===== config.mk =====
export PLATFORM = sky130hd
export DESIGN_NAME = gray_rx_decoder
export DESIGN_NICKNAME = d
export VERILOG_FILES = /design/src/rtl/gray_rx_decoder.sv
export SDC_FILE = /design/constraint.sdc
export NUM_CORES = 1
export LEC_CHECK = 0
export BUFFER_PORTS_ARGS = -buffer_cell sky130_fd_sc_hd__buf_2
export CAP_MARGIN = 0
export CORE_MARGIN = 10
export CORE_UTILIZATION = 59
export CTS_BUF_LIST = sky130_fd_sc_hd__clkbuf_16
export DETAILED_ROUTE_END_ITERATION = 6
export PLACE_DENSITY = 0.88
export SLEW_MARGIN = 20
export SYNTH_ARGS = -nofsm -noshare
export SYNTH_HDL_FRONTEND = slang
export SYNTH_SLANG_ARGS = --single-unit
export TNS_END_PERCENT = 100

===== constraint.sdc =====
create_clock -name clk -period 11.08 [get_ports clk]
set_clock_uncertainty 0.2 [all_clocks]
set_input_delay 2.216 -clock clk [delete_from_list [all_inputs] [get_ports clk]]
set_output_delay 2.216 -clock clk [all_outputs]
set_load 0.005 [all_outputs]

===== src/rtl/gray_rx_decoder.sv =====
// gray_rx_decoder: synchronizes an asynchronous Gray-coded count, decodes it to
// binary and classifies every observed change as a +1/-1 step or an illegal jump.
module gray_rx_decoder #(
  parameter int unsigned VEC_W       = 5,
  parameter int unsigned SYNC_STAGES = 2,
  parameter int unsigned ERR_CNT_W   = 8
) (
  input  logic                 clk,
  input  logic                 rst_n,
  input  logic [VEC_W-1:0]     gray_i,
  input  logic                 err_clr_i,
  output logic [VEC_W-1:0]     bin_o,
  output logic                 chg_o,
  output logic                 dir_o,
  output logic                 jump_o,
  output logic                 err_o,
  output logic [ERR_CNT_W-1:0] err_cnt_o
);

  localparam int unsigned CW = $clog2(SYNC_STAGES) + 1;

  typedef enum logic [1:0] {
    FILL,
    LOAD,
    RUN
  } state_t;

  state_t               state, state_nxt;
  logic [CW-1:0]        fill_cnt, fill_nxt;
  logic [VEC_W-1:0]     sync_q [SYNC_STAGES];
  logic [VEC_W-1:0]     g_s;
  logic [VEC_W-1:0]     b_s;
  logic [VEC_W-1:0]     diff;
  logic [VEC_W-1:0]     prev;
  logic                 chg, dir, jump, err;
  logic [ERR_CNT_W-1:0] err_cnt;
  logic                 step_up, step_dn, is_jump;

  // Plain flop chain on the asynchronous input; nothing between stages.
  always_ff @(posedge clk) begin
    if (!rst_n) begin
      for (int unsigned i = 0; i < SYNC_STAGES; i++) sync_q[i] <= '0;
    end else begin
      sync_q[0] <= gray_i;
      for (int unsigned i = 1; i < SYNC_STAGES; i++) sync_q[i] <= sync_q[i-1];
    end
  end

  assign g_s = sync_q[SYNC_STAGES-1];

  // Gray-to-binary: each binary bit is the XOR of all Gray bits at or above it,
  // equivalent to the MSB-first ripple b[k] = b[k+1] ^ g[k].
  always_comb begin
    b_s = '0;
    for (int unsigned k = 0; k < VEC_W; k++) b_s[k] = ^(g_s >> k);
  end

  // Step classification against the last accepted value (mod 2^VEC_W).
  always_comb begin
    diff    = b_s - prev;
    step_up = (state == RUN) && (diff == VEC_W'(1));
    step_dn = (state == RUN) && (diff == '1);
    is_jump = (state == RUN) && (diff != '0) && !step_up && !step_dn;
  end

  // FSM state register.
  always_ff @(posedge clk) begin
    if (!rst_n) begin
      state    <= FILL;
      fill_cnt <= '0;
    end else begin
      state    <= state_nxt;
      fill_cnt <= fill_nxt;
    end
  end

  // FSM next state: FILL waits for the synchronizer to flush, LOAD is one cycle.
  always_comb begin
    state_nxt = state;
    fill_nxt  = fill_cnt;
    case (state)
      FILL: begin
        if (fill_cnt == CW'(SYNC_STAGES - 1)) begin
          state_nxt = LOAD;
          fill_nxt  = '0;
        end else begin
          fill_nxt = fill_cnt + CW'(1);
        end
      end
      LOAD:    state_nxt = RUN;
      RUN:     state_nxt = RUN;
      default: state_nxt = FILL;
    endcase
  end

  // Registered outputs: position, change pulses, sticky error and jump counter.
  always_ff @(posedge clk) begin
    if (!rst_n) begin
      prev    <= '0;
      chg     <= 1'b0;
      dir     <= 1'b0;
      jump    <= 1'b0;
      err     <= 1'b0;
      err_cnt <= '0;
    end else begin
      chg  <= 1'b0;
      jump <= 1'b0;
      if (state == LOAD) begin
        prev <= b_s;
      end else if (step_up || step_dn || is_jump) begin
        prev <= b_s;
        chg  <= 1'b1;
        dir  <= step_up;
        jump <= is_jump;
      end
      // A jump in the same cycle as a clear is counted after the clear.
      if (is_jump) begin
        err <= 1'b1;
        if (err_clr_i)          err_cnt <= ERR_CNT_W'(1);
        else if (err_cnt != '1) err_cnt <= err_cnt + ERR_CNT_W'(1);
      end else if (err_clr_i) begin
        err     <= 1'b0;
        err_cnt <= '0;
      end
    end
  end

  assign bin_o     = prev;
  assign chg_o     = chg;
  assign dir_o     = dir;
  assign jump_o    = jump;
  assign err_o     = err;
  assign err_cnt_o = err_cnt;

endmodule


==> results.sh <==
export IMPL_syn_inst=167
export IMPL_final_core_util=0.731
export IMPL_core_region_area_um2=2480
export IMPL_gp_congestion=0.870
export IMPL_finalMaxSlewViolations=0
export IMPL_grt_pass1_vias=1256
export IMPL_start_util=0.616
export IMPL_fill_cells=179
export IMPL_p_comb_frac=0.329
export IMPL_design_portCount=25
export IMPL_hp_class="reg -> reg"
export IMPL_muxShareOfSynthArea=0.0402
export IMPL_cts_hold_buf=0
export IMPL_die_y_um=70.9
export IMPL_worst_setup_path_end_kind="register"
export IMPL_setup_tns_ps=0
export IMPL_seq_power_share=0.333
export IMPL_fmax_mhz=240
export IMPL_drt_wl_total_um=3230
export IMPL_reg2reg_depth=13
export IMPL_worstSetupPathDepth=13
export IMPL_synth_top_family_by_area="simple AND/OR/NAND/NOR gates"
export IMPL_cts_sinks=31
export IMPL_dpl_cell_area_um2=1660
export IMPL_fin_crit_sh=0.376
export IMPL_clk_latency_ps=280
export IMPL_post_cts_buffers=0
export IMPL_rsz0062_at_grt="no"
export IMPL_p_sw_frac=0.339
export IMPL_drc=0
export IMPL_routedWlPerCell_um=14.4
export IMPL_avgViaCountPerCell=5.80
export IMPL_h_tree_depth=2
export IMPL_r2r_start="sync_q[0][9]"
export IMPL_syn_cell_area_um2=1530
export IMPL_critPathTopFamily="XOR/XNOR gates"
export IMPL_drtIter0Drc=100
export IMPL_synth_adder_area_share=0.0869
export IMPL_critPathMaxStageDelay_ps=590
export IMPL_vias=1306
export IMPL_relSlewSlack=0.531
export IMPL_drive_gt1_frac=0.205
export IMPL_crit_top_cell="xor2_1"
export IMPL_clk_pin_slew_ps=50
export IMPL_cp_slowest_cell="or4b_4"
export IMPL_crit_type="reg -> reg"
export IMPL_r2r_slack_ps=6910
export IMPL_leakagePower_nw=0.771
export IMPL_syn_avg_cell_area_um2=9.14
export IMPL_seq_area_frac_synth=0.407
export IMPL_crit_buf_inv=1
export IMPL_synth_compound_area_frac=0.127
export IMPL_antenna_found_initial=0
export IMPL_synth_simple_area_share=0.253
export IMPL_yosys_warnings=0
export IMPL_min_path_cells=1
export IMPL_crit_chain="xor2_1, xor2_1, xor2_1, xnor2_1, ha_1, inv_1, fa_1, a21o_1, a21oi_2, xnor2_1, and3_1, or4b_4, o2bb2ai_1"
export IMPL_num_nets_final=212
export IMPL_cts_tree="built"
export IMPL_cp_max_fo=9
export IMPL_irDropWorstVdd_mv=0.188
export IMPL_cp_arrival_ps=4140
export IMPL_place_port_buffers=24
export IMPL_regToRegEndpoint="err_cnt_o[0]"
export IMPL_crit_path_start="sync_q[0][9]"
export IMPL_power_density_nw_per_um2=221
export IMPL_syn_num_nets=185
export IMPL_dp_hpwl_um=2440
export IMPL_synth_xor_area_frac=0.0516
export IMPL_clockBufferDepth=2
export IMPL_root_buffer="clkbuf_16"
export IMPL_syn2layout_area_growth_pct=18.6
export IMPL_final_common_cell="dfxtp_1"
export IMPL_ys_seq_elements=31
export IMPL_p_sw_uw=135
export IMPL_hold_viol_final=0
export IMPL_synth_edf_count=0
export IMPL_p_int_uw=264
export IMPL_clockPowerShare=0.338
export IMPL_setup_viol=0
export IMPL_required_ps=11050
export IMPL_maxCapViolCount=0
export IMPL_design_area_um2=1810
export IMPL_tightest_slew_ps=700
export IMPL_critPathLaunchType="register"
export IMPL_dieArea_um2=5020
export IMPL_async_flop_share=0
export IMPL_ctsResizeCount=0
export IMPL_grt_first_pass_wirelength_um=5520
export IMPL_die_width_um=70.9
export IMPL_postRouteAntennaNets=0
export IMPL_grt_max_degree=20
export IMPL_grtUsageTotal=0.132
export IMPL_outcome="complete, no violations"
export IMPL_layout_common_cells="dfxtp_1 (31), buf_2 (24), nor2_1 (16), nand2_1 (14), and2_1 (11)"
export IMPL_rows=18
export IMPL_ys_flop_type="dfxtp_1"
export IMPL_cts_buffers=5
export IMPL_endpoint="err_cnt_o[0]"
export IMPL_period_minus_slack_ps=4170
export IMPL_holdCritStartpoint="sync_q[0][1]"
export IMPL_grt_overflow_total=0
export IMPL_antenna_cells=0
export IMPL_synth_distinct_cells=44
export IMPL_first_pass_iters=4
==> cell usage after synthesis, types with 3 or more instances <==
| library cell | instances | share of area |
|---|---|---|
| nand2_1 | 14 | 0.034 |
| nor3_1 | 3 | 0.0098 |
| clkbuf_1 | 3 | 0.0074 |
| inv_1 | 7 | 0.017 |
| dfxtp_1 | 31 | 0.41 |
| mux2i_1 | 5 | 0.033 |
| a21oi_1 | 6 | 0.020 |
| nand3_1 | 5 | 0.016 |
| nor2_1 | 16 | 0.039 |
| xor2_1 | 6 | 0.034 |
| xnor2_1 | 3 | 0.017 |
| and2_1 | 11 | 0.045 |
| o21ai_0 | 5 | 0.016 |
| o311ai_0 | 3 | 0.017 |
| nor2b_1 | 4 | 0.016 |
| ha_1 | 9 | 0.074 |
| or2_2 | 3 | 0.012 |
==> cell type report <==
class                           count  area [um^2]  area share
Multi-Input combinational cell    124          853       0.471
Tap cell                           30         37.5      0.0207
Clock inverter                      3         23.8      0.0131
Sequential cell                    31          621       0.343
Timing Repair Buffer               24          120      0.0663
Clock buffer                        5          125      0.0691
Inverter                            8         30.0      0.0166
==> power by group through the flow <==
stage	logic [mW]	registers [mW]	clock network, mW
after detailed placement	0.130	0.135	0
final	0.131	0.133	0.135
after global routing	0.146	0.135	0.141
after floorplan	0.105	0.135	0
after CTS	0.131	0.133	0.137
after global placement	0.124	0.135	0
==> worst min-delay path by stage <==
| stage | to | slack (ps) |
|---|---|---|
| after detailed placement | sync_q[0][6] | 220 |
| final | sync_q[0][6] | 230 |
| after global routing | sync_q[0][7] | 240 |
| after CTS | sync_q[0][6] | 230 |
| after global placement | sync_q[0][6] | 220 |
| after floorplan | fill_cnt[1] | 210 |
==> metrics by stage <==
step | setup slack [ps] | total power, mW | instances | hold WS (ps)
after floorplan | 7360 | 0.239 | 167 | 209
after global placement | 7050 | 0.259 | 217 | 217
after detailed placement | 6940 | 0.265 | 217 | 221
after CTS | 6920 | 0.401 | 225 | 234
after global routing | 6690 | 0.422 | 225 | 245
final | 6910 | 0.399 | 225 | 232
==> sequential cells by signal, summed over array words and instances, names as in the netlist <==
register,count
state,2
chg_o,1
sync_q,10
bin_o,5
dir_o,1
fill_cnt,2
err_cnt_o,8
jump_o,1
err_o,1
==> cell families after synthesis <==
| logic type | Yosys count |
|---|---|
| XOR/XNOR | 9 |
| multiplexers | 6 |
| AO/OA/AOI/OAI | 28 |
| AND/OR/NAND/NOR | 71 |
| buffers and inverters | 12 |
| adder cells (fa/ha/maj) | 10 |
| flip-flops | 31 |
==> per-layer routing <==
metal | vias to the layer above | track usage | share of wire
met4 | 0 | 0.0538 | 0.013
li1 | 641 | - | -
met2 | 50 | 0.213 | 0.47
met1 | 612 | 0.148 | 0.43
met3 | 3 | 0.0600 | 0.089
met5 | - | 0 | 0
==> worst register-to-register path: stages (launching register included) <==
cell and delay [ps]:
dfxtp_1 380, xor2_1 300, xor2_1 320, xor2_1 450
xnor2_1 210, ha_1 220, inv_1 60, fa_1 400
a21o_1 190, a21oi_2 150, xnor2_1 170, and3_1 290
or4b_4 590, o2bb2ai_1 140
Note: power is estimated with default switching activity, not from simulation.
